### src/rtl/pixel_frame_streamer.sv
// rtl/pixel_frame_streamer.sv - streams one frame from the pixel buffer as framed valid/ready beats
module pixel_frame_streamer #(
   parameter int WIDTH = 100,
   parameter int HEIGHT = 100,
   parameter int OUTPUT_BUS_PIXEL_WIDTH = 10,
   parameter int BIT_DEPTH = 10,
   localparam int BEATS = (WIDTH + OUTPUT_BUS_PIXEL_WIDTH - 1) / OUTPUT_BUS_PIXEL_WIDTH,
   localparam int AW = (HEIGHT * BEATS > 1) ? $clog2(HEIGHT * BEATS) : 1,
   localparam int CW = $clog2(OUTPUT_BUS_PIXEL_WIDTH + 1),
   localparam int DW = OUTPUT_BUS_PIXEL_WIDTH * BIT_DEPTH
) (
   input  logic          SYSTEM_CLK,
   input  logic          SYSTEM_RESET,
   input  logic          FRAME_START,
   output logic          FRAME_BUSY,
   output logic          FRAME_DONE,
   output logic          FRAME_OVERRUN,
   output logic          RD_EN,
   output logic [AW-1:0] RD_ADDR,
   input  logic [DW-1:0] RD_DATA,
   output logic          DATA_OUT_VALID,
   input  logic          DATA_OUT_READY,
   output logic [DW-1:0] DATA_OUT,
   output logic          DATA_OUT_SOF,
   output logic          DATA_OUT_EOL,
   output logic          DATA_OUT_EOF,
   output logic [CW-1:0] DATA_OUT_PIXEL_COUNT
);

   localparam int OBPW     = OUTPUT_BUS_PIXEL_WIDTH;
   localparam int BD       = BIT_DEPTH;
   localparam int TOTAL    = HEIGHT * BEATS;
   localparam int LAST_CNT = WIDTH - (BEATS - 1) * OBPW;
   localparam int BW       = (BEATS > 1) ? $clog2(BEATS) : 1;

   typedef enum logic [1:0] {S_IDLE, S_READ, S_DRAIN} state_t;

   state_t        state_q, state_d;
   logic [AW-1:0] rd_addr_q, rd_addr_d;
   logic          rd_pend_q, rd_pend_d;
   logic [DW-1:0] fifo_mem_q [2];
   logic [DW-1:0] fifo_mem_d [2];
   logic          fifo_rptr_q, fifo_rptr_d;
   logic          fifo_wptr_q, fifo_wptr_d;
   logic [1:0]    fifo_cnt_q, fifo_cnt_d;
   logic [AW-1:0] out_idx_q, out_idx_d;
   logic [BW-1:0] col_q, col_d;
   logic          done_q, done_d;
   logic          overrun_q, overrun_d;

   logic          out_valid;
   logic          pop;
   logic          last_beat;
   logic          row_end;
   logic          last_read;
   logic [1:0]    used_slots;
   logic [DW-1:0] head;

   always_comb begin
      out_valid  = (fifo_cnt_q != 2'd0);
      pop        = out_valid && DATA_OUT_READY;
      last_beat  = (out_idx_q == AW'(TOTAL - 1));
      row_end    = (col_q == BW'(BEATS - 1));
      last_read  = (rd_addr_q == AW'(TOTAL - 1));
      // A slot freed by this cycle's handshake is reusable now, so a held-ready sink sees no bubbles.
      used_slots = fifo_cnt_q + 2'(rd_pend_q) - 2'(pop);
      RD_EN      = (state_q == S_READ) && (used_slots < 2'd2);
      head       = fifo_mem_q[fifo_rptr_q];

      state_d     = state_q;
      rd_addr_d   = rd_addr_q;
      rd_pend_d   = RD_EN;
      fifo_mem_d  = fifo_mem_q;
      fifo_rptr_d = fifo_rptr_q;
      fifo_wptr_d = fifo_wptr_q;
      fifo_cnt_d  = fifo_cnt_q + 2'(rd_pend_q) - 2'(pop);
      out_idx_d   = out_idx_q;
      col_d       = col_q;
      done_d      = 1'b0;
      overrun_d   = FRAME_START && (state_q != S_IDLE);

      case (state_q)
         S_IDLE:  if (FRAME_START) state_d = S_READ;
         S_READ:  if (RD_EN && last_read) state_d = S_DRAIN;
         S_DRAIN: if (pop && last_beat) state_d = S_IDLE;
         default: state_d = S_IDLE;
      endcase

      if (RD_EN) rd_addr_d = last_read ? '0 : rd_addr_q + AW'(1);

      if (rd_pend_q) begin
         fifo_mem_d[fifo_wptr_q] = RD_DATA;
         fifo_wptr_d = ~fifo_wptr_q;
      end

      if (pop) begin
         fifo_rptr_d = ~fifo_rptr_q;
         out_idx_d   = last_beat ? '0 : out_idx_q + AW'(1);
         col_d       = row_end ? '0 : col_q + BW'(1);
         done_d      = last_beat;
      end
   end

   always_ff @(posedge SYSTEM_CLK or negedge SYSTEM_RESET) begin
      if (!SYSTEM_RESET) begin
         state_q       <= S_IDLE;
         rd_addr_q     <= '0;
         rd_pend_q     <= 1'b0;
         fifo_mem_q[0] <= '0;
         fifo_mem_q[1] <= '0;
         fifo_rptr_q   <= 1'b0;
         fifo_wptr_q   <= 1'b0;
         fifo_cnt_q    <= '0;
         out_idx_q     <= '0;
         col_q         <= '0;
         done_q        <= 1'b0;
         overrun_q     <= 1'b0;
      end else begin
         state_q       <= state_d;
         rd_addr_q     <= rd_addr_d;
         rd_pend_q     <= rd_pend_d;
         fifo_mem_q    <= fifo_mem_d;
         fifo_rptr_q   <= fifo_rptr_d;
         fifo_wptr_q   <= fifo_wptr_d;
         fifo_cnt_q    <= fifo_cnt_d;
         out_idx_q     <= out_idx_d;
         col_q         <= col_d;
         done_q        <= done_d;
         overrun_q     <= overrun_d;
      end
   end

   always_comb begin
      DATA_OUT = '0;
      // Pixels past the right edge of the row are zeroed whatever the buffer word holds there.
      for (int k = 0; k < OBPW; k++) begin
         if (out_valid && (!row_end || k < LAST_CNT)) DATA_OUT[k*BD +: BD] = head[k*BD +: BD];
      end
      DATA_OUT_VALID       = out_valid;
      DATA_OUT_SOF         = out_valid && (out_idx_q == '0);
      DATA_OUT_EOL         = out_valid && row_end;
      DATA_OUT_EOF         = out_valid && last_beat;
      DATA_OUT_PIXEL_COUNT = !out_valid ? '0 : (row_end ? CW'(LAST_CNT) : CW'(OBPW));
      RD_ADDR              = rd_addr_q;
      FRAME_BUSY           = (state_q != S_IDLE);
      FRAME_DONE           = done_q;
      FRAME_OVERRUN        = overrun_q;
   end

endmodule

### config.mk
export PLATFORM = sky130hd
export DESIGN_NAME = pixel_frame_streamer
export DESIGN_NICKNAME = d
export VERILOG_FILES = /design/src/rtl/pixel_frame_streamer.sv
export SDC_FILE = /design/constraint.sdc
export NUM_CORES = 1
export LEC_CHECK = 0
export CAP_MARGIN = 25
export CORE_MARGIN = 5
export CORE_UTILIZATION = 53
export CTS_BUF_LIST = sky130_fd_sc_hd__clkbuf_4 sky130_fd_sc_hd__clkbuf_8
export CTS_CLUSTER_SIZE = 28
export DETAILED_ROUTE_END_ITERATION = 8
export GPL_TIMING_DRIVEN = 1
export PLACE_DENSITY = 0.83
export RECOVER_POWER = 100
export SLEW_MARGIN = 20
export SYNTH_ARGS = -nofsm -noshare
export SYNTH_HDL_FRONTEND = slang
export SYNTH_SLANG_ARGS = --single-unit
export TNS_END_PERCENT = 30
### constraint.sdc
create_clock -name SYSTEM_CLK -period 3.2 [get_ports SYSTEM_CLK]
set_clock_uncertainty 0.15 [all_clocks]
set_input_delay 0.32 -clock SYSTEM_CLK [delete_from_list [all_inputs] [get_ports SYSTEM_CLK]]
set_output_delay 0.32 -clock SYSTEM_CLK [all_outputs]
set_load 0.05 [all_outputs]
==> results of run 1 <==
timing repair:
item	in CTS	in global routing
resized for setup	1	2
endpoints found under the hold margin	80	0
endpoints found under the setup margin	1	2
hold buffers	1	0
Yosys cell counts (5+ instances only):
cell      number
dfrtp_1      233
nor3_1         7
inv_1          9
nand3_1        9
clkbuf_1      13
xnor2_1       10
buf_2         31
nor2_1       109
nand4_1        6
ha_1           5
o21ai_0       12
mux2i_1      102
mux2_2       201
nand2_1       16
how the worst max path moves through the flow:
stage,slack [ps],depth (start not counted),start,to
2_1_floorplan,300,4,fifo_cnt_q[1],DATA_OUT_SOF
3_3_place_gp,430,11,DATA_OUT_READY,RD_ADDR[6]
3_5_place_dp,370,11,DATA_OUT_READY,RD_ADDR[6]
4_1_cts,20,6,out_idx_q[0],DATA_OUT_SOF
5_1_grt,20,9,fifo_cnt_q[1],RD_EN
6_report,110,4,fifo_rptr_q,DATA_OUT[76]
stage by stage:
| stage | hold slack (ps) | setup slack (ps) | cell area [um2] | instances |
|---|---|---|---|---|
| after CTS | 222 | 17.5 | 13900 | 1330 |
| after global placement | 199 | 433 | 13100 | 1265 |
| after global routing | 260 | 16.1 | 13800 | 1330 |
| final | 263 | 107 | 13800 | 1330 |
| after floorplan | -126 | 299 | 10500 | 809 |
| after detailed placement | 196 | 370 | 13100 | 1265 |
flip-flops by register name, summed over array words and instances, names as in the netlist:
name and count:
fifo_mem_q 200, RD_ADDR 10, out_idx_q 10, col_q 4
fifo_cnt_q 2, state_q 2, FRAME_DONE 1, FRAME_OVERRUN 1
fifo_rptr_q 1, fifo_wptr_q 1, rd_pend_q 1
kinds of logic after synthesis:
group | Yosys count | share of synthesized area, %
flip-flops | 233 | 55.4
other | 1 | 0.0356
multiplexers | 303 | 31.2
AO/OA/AOI/OAI | 25 | 1.49
XOR/XNOR | 12 | 1.14
adder cells (fa/ha/maj) | 5 | 0.595
buffers and inverters | 59 | 2.64
AND/OR/NAND/NOR | 170 | 7.47
layer usage:
| metal | vias to the layer above | part of all wire (%) | wire [um] | GRT usage [%] |
|---|---|---|---|---|
| li1 | 3296 | - | - | - |
| met4 | 0 | 2.1 | 511 | 6.03 |
| met5 | - | 0 | 0 | 0 |
| met3 | 41 | 7.5 | 1800 | 6.67 |
| met2 | 196 | 48 | 11600 | 35.3 |
| met1 | 3569 | 42 | 10000 | 27.5 |
area by class of cell:
class                           instances  area (um2)  share of cell area (%)
Clock buffer                           61         777                    5.63
Clock inverter                          3        15.0                   0.109
Inverter                               11        43.8                   0.318
Multi-Input combinational cell        517        4410                    32.0
Sequential cell                       233        5830                    42.3
Tap cell                              265         332                    2.40
Timing Repair Buffer                  240        2380                    17.2
==> key figures, run 1 <==
Outcome
  • Outcome: complete, but fails checks
  • Failing checks: max-capacitance violations, max-slew violations

Floorplanning
  • Vert. Die Dim: 151 um
  • Die area: 0.0228 mm2
  • Core Area: 0.0195 mm2
  • Die width: 151 um
  • Num rows: 51
  • Initial core utilization: 53.9%
  • Boundary Pins: 226

Clocking
  • Postcts setup bufs: 0
  • CTS Buf Count: 39
  • H-tree depth: 2
  • Clock sinks: 233
  • CTS tree: built
  • Clock Latency Late Sink: 520 ps
  • Bufs on Longest Clock Path: 3
  • CTS root buf: clkbuf_8
  • Clk slew on worst S/H paths: 50 ps

Placed design
  • GP Congestion: 0.849
  • Hpwl dp: 16300 um
  • Number of port buffers: 223

Detailed routing
  • Vias: 7102
  • Drt wl/cell: 18.0 um
  • Initial DRC Count: 231
  • Vias/cell: 5.34
  • DR pass1 iterations: 4
  • Final WL: 23900 um
  • DRC: 0
  • Post-route ant nets: 0

Setup path
  • Worst-path cell chain: buf_12 > mux2i_1 > nor2_1 > dlygate4sd3_1
  • R2R Setup Slk: 310 ps
  • Worst Setup End Kind: output port
  • Required time of the critical path: 2730 ps
  • Max incr delay on CP: 880 ps
  • R2R depth: 3
  • Arr. time, crit path: 2620 ps
  • FF-to-FF Start: rd_pend_q
  • Crit start category: flip-flop
  • Top Family by Delay on Critical Path: buffers and inverters
  • RR Endpoint: fifo_mem_q[138]
  • CP bufs+invs: 2
  • WS Path Type: reg2out
  • CP max stage cell: dlygate4sd3_1
  • Crit-path max FO: 43

Layout
  • Fillers: 1394
  • Most frequent cells in the layout: 232 x dfrtp_1, 199 x mux2_2, 122 x clkdlybuf4s50_1
  • Commonest non-fill, non-tap cell in the layout: dfrtp_1
  • Share of cells above drive strength 1: 27.3%
  • # diodes: 0
  • # nets final: 1151
  • Area Overhead vs Synth: 31.1%
  • Finished Core Util: 70.6%

Synthesis
  • Syn Inst Count: 808
  • Post-synth top area share: 55.4%
  • Number of synthesized register bits: 233
  • Post-Syn Area: 0.0105 mm2
  • Ys async rst share: 100%
  • Yosys cell types: 40
  • Register area share after synthesis: 55.4%
  • Synthesized area per cell: 13.0 um2
  • Synth area leader: dfrtp_1
  • Post-synth EDFFs: 0
  • Most used DFF post-synth: dfrtp_1
  • Synth area leaders: dfrtp_1 55%, mux2_2 22%, mux2i_1 9.7%, nor2_1 3.9%, buf_2 1.5%
  • Yosys warnings: 0

Min path
  • Hold_sp: FRAME_START
  • Hold path endpoint: FRAME_OVERRUN
  • Worst Hold Depth: 2
  • Tightest Hold Check Type: in2reg

GRT
  • Initial antenna violation count: 0
  • Grt ovf: 0
  • First-pass GRT wire length: 39100 um
  • Pin count of the biggest net entering global routing: 85
  • Vias in the first global route: 7582
  • Gr usage total: 21.4%

STA
  • Worst-Margin Slew: 2050 ps
  • Unrepaired setup endpoints after global routing: no
  • Pins Over Slew Limit: 117
  • Final Cycle Share: 96.6%
  • Headroom to the max-slew limit: -36.8%
  • Hold Vio Cnt, Final: 0
  • Setup Viol. Count Final: 0
  • FMAX: 0.323 GHz
  • Tmin final: 3090 ps
  • Setup_tns: 0 ps

Run
  • Max cap viols: 2
Power of run 1 is left out: the tool's default activity adds up to more than one toggle a clock period on the data nets, which glitch-free logic cannot reach.
==> run 2, diff against run 1 <==
--- a/config.mk
+++ b/config.mk
@@ -12,7 +12,7 @@
 export CTS_CLUSTER_SIZE = 28
 export DETAILED_ROUTE_END_ITERATION = 8
 export GPL_TIMING_DRIVEN = 1
-export PLACE_DENSITY = 0.83
+export PLACE_DENSITY = 0.88
 export RECOVER_POWER = 100
 export SLEW_MARGIN = 20
 export SYNTH_ARGS = -nofsm -noshare
==> key figures, run 2 (synthesized netlist as in run 1, its figures left out) <==
Setup path
  • Required time of the critical path: 2730 ps (about the same)
  • Worst-path cell chain: buf_4 > mux2i_1 > nor2_1 > clkdlybuf4s50_1
  • CP max stage cell: clkdlybuf4s50_1
  • Top Family by Delay on Critical Path: buffers and inverters
  • CP bufs+invs: 2 (unchanged)
  • WS Path Type: reg2out
  • Crit-path max FO: 22 (-49%)
  • Crit start category: flip-flop
  • Max incr delay on CP: 820 ps (-60 ps)
  • Arr. time, crit path: 2590 ps (-30 ps)
  • R2R Setup Slk: 610 ps (+300 ps)
  • Worst Setup End Kind: output port

Layout
  • # nets final: 1152 (+0.087%)
  • Fillers: 1388 (-0.43%)
  • Area Overhead vs Synth: 31.6%
  • Most frequent cells in the layout: 232 x dfrtp_1, 203 x clkdlybuf4s50_1, 201 x mux2_2
  • Commonest non-fill, non-tap cell in the layout: dfrtp_1
  • Cell area after layout: 0.0138 mm2 (+0.41%)
  • Share of cells above drive strength 1: 28.9% (+1.6 points)
  • Biggest register: fifo_mem_q
  • Largest register FFs: 200 (unchanged)

STA
  • Hold Vio Cnt, Final: 0 (unchanged)
  • Pins Over Slew Limit: 0 (-100%)
  • Setup Viol. Count Final: 0 (unchanged)
  • Final Cycle Share: 95.6% (-1.1 points)
  • Tmin final: 3060 ps (-34.7 ps)
  • Headroom to the max-slew limit: 53.8% (+91 points)
  • Worst setup margin: 142 ps (+34.7 ps)
  • FMAX: 0.327 GHz (+1.1%)
  • Worst-Margin Slew: 693 ps (-1360 ps)

Detailed routing
  • DR pass1 iterations: 4 (unchanged)
  • Vias: 7169 (+0.94%)
  • Initial DRC Count: 187 (-19%)
  • Vias/cell: 5.38 (+0.72%)
  • Post-route ant nets: 0 (unchanged)
  • Drt wl/cell: 18.1 um (+0.99%)
  • Final WL: 24200 um (+1.2%)
  • DRC: 0 (unchanged)

GRT
  • Initial antenna violation count: 2 (+2)
  • First-pass GRT wire length: 39400 um (+0.79%)
  • Vias in the first global route: 7849 (+3.5%)
  • Gr usage total: 21.5% (+0.12 points)
  • Pin count of the biggest net entering global routing: 102 (+20%)
  • Grt ovf: 0 (unchanged)

Floorplanning
  • Num rows: 51 (unchanged)
  • Vert. Die Dim: 151 um (unchanged)
  • Core Area: 0.0195 mm2 (unchanged)
  • Die area: 0.0228 mm2 (unchanged)
  • Die width: 151 um (unchanged)
  • Initial core utilization: 53.9% (unchanged)
  • Boundary Pins: 226 (unchanged)

Placed design
  • Number of port buffers: 223 (unchanged)
  • Post-Place Setup Slack: 256 ps (-114 ps)
  • Placed instance area: 0.0131 mm2 (-0.21%)
  • GP Congestion: 0.821 (-3.3%)
  • Hpwl dp: 16300 um (-0.22%)

Clocking
  • Clk slew on worst S/H paths: 70 ps (+20 ps)
  • Clock Latency Late Sink: 500 ps (-20 ps)
  • CTS root buf: clkbuf_8
  • CTS Buf Count: 38 (-2.6%)
  • CTS tree: built
  • Clock sinks: 233 (unchanged)
  • H-tree depth: 2 (unchanged)
  • Bufs on Longest Clock Path: 3 (unchanged)

Min path
  • Tightest Hold Check Type: in2async

Run
  • Max cap viols: 0 (-2)

Outcome
  • Outcome: finished clean
## run 2: cell count changes in the layout (fill, tap and decap cells not counted), moves of 2 or more
cell / previous run / this run
clkbuf_4: 12 / 16
dlygate4sd3_1: 93 / 1
clkinv_2: 3 / 1
buf_12: 5 / 8
clkbuf_2: 4 / 0
clkbuf_8: 51 / 45
dlymetal6s2s_1: 0 / 2
clkbuf_1: 5 / 1
buf_4: 7 / 24
mux2_2: 199 / 201
clkdlybuf4s50_1: 122 / 203
diode_2: 0 / 2
mux2_1: 2 / 0
## run 2: path summary, 6_finish.rpt
check / endpoint / depth (start not counted) / startpoint
max: DATA_OUT[45] / 4 / fifo_rptr_q
min: fifo_mem_q[43] / 2 / SYSTEM_RESET
max reg2reg: RD_ADDR[6] / 10 / fifo_cnt_q[1]
min reg2reg: state_q[0] / 1 / state_q[1]
max in group asynchronous: fifo_mem_q[75] / 3 / SYSTEM_RESET
min in group SYSTEM_CLK: FRAME_OVERRUN / 2 / FRAME_START
## run 2: per-stage QoR
stage          hold WS [ps]  cells  setup TNS [ps]  utilization (%)
2_1_floorplan          -126    809               0                -
3_3_place_gp            236   1266               0             67.0
3_5_place_dp            232   1266               0             67.0
4_1_cts                 256   1330               0             70.9
5_1_grt                 272   1333           -2.27             70.9
6_report                273   1333               0             70.9
## run 2: cell type report
type | count | area, um2 | area share [%]
inverters | 11 | 43.8 | 0.316
flip-flops and latches | 233 | 5830 | 42.1
multi-input cells | 517 | 4440 | 32.0
repair buffers | 242 | 2440 | 17.6
clock inverters | 2 | 12.5 | 0.0904
well taps | 265 | 332 | 2.39
diodes | 2 | 5.00 | 0.0361
clock buffers | 61 | 739 | 5.34
## run 2: routing by layer
metal | vias to the layer above | part of all wire, % | track usage [%] | wire, um
li1 | 3290 | - | - | -
met1 | 3594 | 41 | 26.5 | 9930
met2 | 227 | 49 | 36.3 | 11800
met3 | 58 | 6.6 | 5.36 | 1590
met4 | 0 | 3.4 | 9.11 | 829
met5 | - | 0 | 0 | 0
## run 2: worst register-to-register path, delay by kind of cell, from the launching register on
family / cells / cell delay, ps
buf+inv: 3 / 330
flops: 1 / 450
xor+xnor: 1 / 270
simple gates: 2 / 200
compound gates: 2 / 600
fa+ha+maj: 2 / 460
## run 2: repair_timing
item	CTS	global route
hold buffers	1	0
pin swaps	1	1
gates resized for setup	3	2
setup endpoints to repair	3	3
cloned	0	0
hold endpoints to repair	85	0
buffers inserted	0	1
Power of run 2 is left out for the same reason.
